## config.mk

```make
export PLATFORM = sky130hd
export DESIGN_NAME = pulse_stretcher
export DESIGN_NICKNAME = d
export VERILOG_FILES = /design/src/rtl/pulse_stretcher.sv
export SDC_FILE = /design/constraint.sdc
export NUM_CORES = 1
export LEC_CHECK = 0
export CORE_MARGIN = 4
export CORE_UTILIZATION = 53
export CTS_CLUSTER_DIAMETER = 30
export DETAILED_ROUTE_END_ITERATION = 6
export GPL_ROUTABILITY_DRIVEN = 0
export PLACE_DENSITY_LB_ADDON = 0.3
export SLEW_MARGIN = 5
export SYNTH_ARGS = -nofsm -noshare
export SYNTH_HDL_FRONTEND = slang
export SYNTH_SLANG_ARGS = --single-unit
export TNS_END_PERCENT = 100
```

## constraint.sdc

```tcl
create_clock -name clk_i -period 1.89 [get_ports clk_i]
set_input_delay 0.189 -clock clk_i [delete_from_list [all_inputs] [get_ports clk_i]]
set_output_delay 0.189 -clock clk_i [all_outputs]
set_load 0.01 [all_outputs]
```

## src/rtl/pulse_stretcher.sv

```systemverilog
// rtl/pulse_stretcher.sv - stretches single-cycle strobes into pulses with minimum high/low width and a bounded event queue
module pulse_stretcher #(
  parameter int HOLD_CYCLES = 1000000,
  parameter int GAP_CYCLES  = 1000000,
  parameter int PEND_MAX    = 3
) (
  input  logic                              clk_i,
  input  logic                              rst_i,
  input  logic                              trig_i,
  output logic                              pulse_o,
  output logic                              busy_o,
  output logic [$clog2(PEND_MAX+1)-1:0]     pending_o,
  output logic                              drop_o
);

  localparam int MAX_C = (HOLD_CYCLES > GAP_CYCLES) ? HOLD_CYCLES : GAP_CYCLES;
  localparam int CW    = $clog2(MAX_C + 1);
  localparam int PW    = $clog2(PEND_MAX + 1);

  typedef enum logic [1:0] {IDLE, HOLD, GAP} state_t;

  state_t          state_q, state_d;
  logic [CW-1:0]   cnt_q, cnt_d;
  logic [PW-1:0]   pend_q, pend_d;
  logic            drop_d;
  logic            hold_end, gap_end, can_queue;

  assign hold_end  = (cnt_q == CW'(HOLD_CYCLES - 1));
  assign gap_end   = (cnt_q == CW'(GAP_CYCLES - 1));
  assign can_queue = (pend_q < PW'(PEND_MAX));

  always_comb begin
    state_d = state_q;
    cnt_d   = cnt_q;
    pend_d  = pend_q;
    drop_d  = 1'b0;
    case (state_q)
      IDLE: begin
        if (trig_i) begin
          state_d = HOLD;
          cnt_d   = '0;
        end
      end
      HOLD: begin
        if (hold_end) begin
          state_d = GAP;
          cnt_d   = '0;
        end else begin
          cnt_d = cnt_q + 1'b1;
        end
        if (trig_i) begin
          if (can_queue) pend_d = pend_q + 1'b1;
          else           drop_d = 1'b1;
        end
      end
      GAP: begin
        if (gap_end) begin
          // A trig on the consuming cycle cancels the dequeue, so the count never overflows here.
          if (pend_q != '0 || trig_i) begin
            state_d = HOLD;
            cnt_d   = '0;
            if (pend_q != '0 && !trig_i) pend_d = pend_q - 1'b1;
          end else begin
            state_d = IDLE;
            cnt_d   = '0;
          end
        end else begin
          cnt_d = cnt_q + 1'b1;
          if (trig_i) begin
            if (can_queue) pend_d = pend_q + 1'b1;
            else           drop_d = 1'b1;
          end
        end
      end
      default: begin
        state_d = IDLE;
        cnt_d   = '0;
        pend_d  = '0;
      end
    endcase
  end

  always_ff @(posedge clk_i or posedge rst_i) begin
    if (rst_i) begin
      state_q   <= IDLE;
      cnt_q     <= '0;
      pend_q    <= '0;
      drop_o    <= 1'b0;
      pulse_o   <= 1'b0;
      busy_o    <= 1'b0;
    end else begin
      state_q   <= state_d;
      cnt_q     <= cnt_d;
      pend_q    <= pend_d;
      drop_o    <= drop_d;
      pulse_o   <= (state_d == HOLD);
      busy_o    <= (state_d != IDLE);
    end
  end

  assign pending_o = pend_q;

endmodule

```

After elaboration in Yosys (flattened, before gate mapping)
Index checks and enable logic that the tools add are counted.

storage, ports and cells
  bits of input ports = 3
  register bits after elaboration = 27
  logic and storage cells = 44
  output and inout port bits = 5

cells by class
  add/subtract/negate cells = 3
  reductions and logical operators = 8
  $lt $le $gt $ge = 1
  mux-type cells = 18
  bitwise logic cells = 1
  eq/ne operators = 7

operators by type and width
  kind                                                 number
  two-way mux 20 bit                                   2
  case mux 20 bit (2 select lines)                     1
  adder 20 x 1 -> 20 bit, second input constant        1
  equality test 20 bit, second input constant          1
  two-way mux 2 bit                                    8
  case mux 2 bit (3 select lines)                      2
  != test 3 bit, second input constant                 2
  equality test 2 x 1 -> 1 bit, second input constant  2
  two-way mux 1 bit                                    4
  nonzero test 2 bit                                   2
  AND reduction 3 bit                                  1
  adder 2 x 1 -> 2 bit, second input constant          1
  equality test 2 bit, second input constant           1
  logical NOT 2 bit                                    1
  < comparator 2 bit, second input constant            1
  != test 2 bit, second input constant                 1
  case mux 1 bit (2 select lines)                      1
  OR reduction 2 bit                                   1
  subtractor 2 x 1 -> 2 bit, second input constant     1
  logical AND 1 bit                                    1
  logical NOT 1 bit                                    1
  logical OR 1 bit                                     1
  NOT 1 bit                                            1

Longest topological paths before layout
  depth after elaboration = 6
  mapped depth = 9
  depth with buffers taken out = 7

Worst setup path before layout
No wires, ideal clock.

  path type = flip-flop to flip-flop
  from = register state_q[0]
  to = register cnt_q[8]
  stages on the path, launching flop included = 10
  data required time = 1769 ps
  setup time = 121 ps
  arrival = 1895 ps
  path buffers = 2
  setup slack = -126 ps
  period minus slack after synthesis = 2016 ps
  cell sequence = dfrtp_1 -> inv_1 -> ha_1 -> clkbuf_1 -> nor2b_1 -> buf_2 -> nor3_2 -> nand3_1 -> a21o_1 -> a22o_1

on the way
  cells in the longest elaborated chain, start to end = 3
  elaborated cells on any way between the ends = 6
  those cells by class = eq/ne: 3; mux: 1; reduce/logical: 2

ends and longest elaborated chain
  what                                                                        RTL line  RTL
  start, declared                                                             22        state_t state_q, state_d;
  start signal, assigned                                                      92        state_q <= state_d;
  equality test 2 bit / equality test 2 x 1 -> 1 bit (equally long branches)  37        case (state_q)
  OR reduction 2 bit (no line)                                                n/a
  case mux 20 bit (2 select lines)                                            37
  end signal, assigned                                                        93        cnt_q <= cnt_d;
  end, declared                                                               23        logic [CW-1:0] cnt_q, cnt_d;

Several ways; a longest one is shown, not always the timed one.
A chain may end at the register's enable or synchronous reset.

Final worst setup path
  from = register cnt_q[8]
  to = register busy_o

on the way
  cells in the longest elaborated chain, start to end = 4
  elaborated cells on any way between the ends = 5
  those cells by class = eq/ne: 1; mux: 3; reduce/logical: 1

ends and longest elaborated chain
  what                                  RTL line  RTL
  equality test 20 bit (*)              28, 29
  two-way mux 2 bit (on tied branches)  57, 45
  case mux 2 bit (3 select lines) (*)   37
  nonzero test 2 bit (*)                97        busy_o <= (state_d != IDLE);
  end signal, assigned                  97
  end, declared                         11        output logic busy_o,

Mark *: on every way between the ends. The rest lies on a longest branch, timed or not.

==> out/results.txt <==
root buffer cell -> clkbuf_4
status -> finished with violations
worst hold path class -> input pin to asynchronous set/reset pin
grt ovf -> 0
Core ar. -> 0.00303 mm²
data arrival time of the critical path -> 2120 ps
CTS Hold Bufs -> 0
critical path class -> register to register
I/O Pins -> 8
IO Port Bufs -> 7
die height -> 64.1 µm
Async SR Flop Fraction -> 1.00
first-pass GRT wire length -> 6.19 mm
Synth Warn # -> 0
WL final -> 3.57 mm
Worst-Skew Late Latency -> 330 ps
RSZ-0062 raised after global routing -> yes
htree depth -> 1
initial antenna violation count -> 0
Post-Synthesis Cells -> 176
final hold slack -> 194 ps
Place WS -> -47.5 ps
vias in the first global route -> 1364
Rows -> 20
most frequent cells in the layout -> dfrtp_1, buf_4, nand2_1
drt initial violations -> 79
area grow syn2layout -> 22.3%
Worst-Margin Slew -> 566 ps
most common cell after layout, fill and taps aside -> dfrtp_1
filler cell count -> 253
Slew Limit Headroom -> 0.622
reg-to-reg endpoint -> busy_o$_DFF_PP0_
Yosys cell types -> 45
CP Capture Type -> register
Pre-Repair DR Iteration Count -> 4
Max rail drop VDD -> 0.000558 V
Initial Util -> 0.551
Clock Skew -> 5.27 ps
TritonCTS clock tree -> built
fin. max-slew vios -> 0
Syn Area/Cell -> 9.48 µm²
Leak -> 0.894 nW
Worst Slack Setup Final -> -1.41 ps
worst reg2reg path depth -> 5
R2R Path Start -> cnt_q[8]$_DFFE_PP0P_
ANT cells -> 0
Tcrit/Tclk final -> 1.00
Die ar. -> 0.00411 mm²
Achievable Freq -> 529 MHz
largest net degree at the start of global routing -> 28
Main synth FF type -> dfrtp_1
Tot GR Track Use -> 0.186
Worst setup SP type -> register
Worst EP required -> 2120 ps
#FFs+latches synth -> 27
CP Max Fanout -> 4
Vias -> 1377
Multi-input gate area -> 960 µm²
Die X -> 64.1 µm
Max Cap Viol -> 0
hpwl dp -> 2.66 mm
register area share after synthesis -> 0.405
CTS sink count -> 27
failing checks -> negative setup slack
layout cell share with drive strength beyond 1 -> 0.288
sequential cell area -> 676 µm²
Worst R2R Setup Slack -> -1 ps
routed len/inst -> 14.3 µm
average vias per placed instance -> 5.53
Nets -> 217
pwr dens -> 940 mW/mm²
Mapped Area -> 0.00167 mm²
CTS clk-pin slew, worst paths -> 160 ps
minimum clock period -> 1890 ps
EDFF count, synth -> 0
Fin. Hold Viols -> 0
maximum buffer depth of the clock tree -> 2
CTS Buf Count -> 3
Setup-failing EPs final -> 1
Post-route DRC -> 0
Antenna Nets Post-Route -> 0
net count after synthesis -> 187
total power -> 0.00192 W
==> logic make-up after synthesis <==
| logic type | count (synthesis) | synth area share |
|---|---|---|
| AO/OA/AOI/OAI | 28 | 0.112 |
| AND/OR/NAND/NOR | 80 | 0.288 |
| buffers and inverters | 17 | 0.0465 |
| multiplexers | 3 | 0.0202 |
| flip-flops | 27 | 0.405 |
| XOR/XNOR | 13 | 0.0682 |
| adder cells (fa/ha/maj) | 8 | 0.0600 |
==> what timing repair did <==
| action | 4_1_cts | 5_1_grt |
|---|---|---|
| gates resized for setup | 3 | 9 |
| pin swaps | 0 | 4 |
| setup buffers | 0 | 4 |
| endpoints found under the setup margin | 2 | 21 |
==> flip-flops by register name (all words and copies together) (netlist names) <==
name / count
pulse_o: 1
busy_o: 1
state_q: 2
pending_o: 2
cnt_q: 20
drop_o: 1
==> report_power, final <==
part           switching (W)  internal (W)  total [W]  leakage, nW
combinational       0.000523      0.000419   0.000942        0.512
sequential         0.0000604      0.000650   0.000710        0.368
clock               0.000184     0.0000810   0.000265       0.0139
total               0.000768       0.00115    0.00192        0.894
==> how the worst max path moves through the flow <==
stage / from / end / slack, ps / cells after the start
after CTS: cnt_q[1]$_DFFE_PP0P_ / pulse_o$_DFF_PP0_ / -10 / 6
after detailed placement: trig_i / pending_o[0]$_DFFE_PP0P_ / -50 / 6
after global routing: cnt_q[1]$_DFFE_PP0P_ / pulse_o$_DFF_PP0_ / -90 / 6
after global placement: cnt_q[8]$_DFFE_PP0P_ / pulse_o$_DFF_PP0_ / 80 / 6
after floorplan: state_q[0]$_DFF_PP0_ / cnt_q[8]$_DFFE_PP0P_ / -70 / 9
final: cnt_q[8]$_DFFE_PP0P_ / busy_o$_DFF_PP0_ / -1 / 5
==> worst max-delay path: stages (launching register included) <==
cell,delay [ps]
dfrtp_1,410
or4b_4,550
nor4_4,240
nand2_2,170
mux2i_2,300
a21oi_1,120
==> cell type report <==
type,instances,area share
Tap cell,44,0.0270
Multi-Input combinational cell,132,0.470
Clock inverter,1,0.00368
Timing Repair Buffer,32,0.139
Clock buffer,3,0.0110
Inverter,10,0.0184
Sequential cell,27,0.331
==> cell usage after synthesis, drive strengths merged (2+ instances only) <==
| cell | number | area share |
|---|---|---|
| dfrtp | 27 | 0.40 |
| nor2 | 23 | 0.071 |
| nand2 | 19 | 0.044 |
| xor2 | 12 | 0.063 |
| nand3 | 11 | 0.033 |
| inv | 10 | 0.022 |
| ha | 8 | 0.060 |
| o21ai | 7 | 0.021 |
| a21oi | 6 | 0.020 |
| and3 | 5 | 0.019 |
| nand4 | 5 | 0.019 |
| clkbuf | 4 | 0.0090 |
| buf | 3 | 0.015 |
| mux2i | 3 | 0.020 |
| nand2b | 3 | 0.011 |
| nor3 | 3 | 0.019 |
| or3 | 3 | 0.011 |
| a211oi | 2 | 0.0090 |
| a31oi | 2 | 0.0075 |
| nor4 | 2 | 0.025 |
| o22ai | 2 | 0.0075 |
==> stage by stage <==
step                setup TNS, ps  instance area (µm²)   util  std cells
floorplan                   -67.3                 1680      -        176
global placement                0                 1940  0.642        241
detailed placement          -47.5                 1940  0.642        241
CTS                         -10.2                 1980  0.655        245
global route                 -486                 2040  0.674        249
finish                      -1.41                 2040  0.674        249
==> routing by layer <==
metal / global-route usage / part of all wire / vias to the layer above
li1: - / - / 676
met1: 0.251 / 0.43 / 676
met2: 0.314 / 0.53 / 23
met3: 0.0281 / 0.039 / 2
met4: 0.0422 / 0.0042 / 0
met5: 0 / 0 / -
Note: power is estimated with default switching activity, not from simulation.
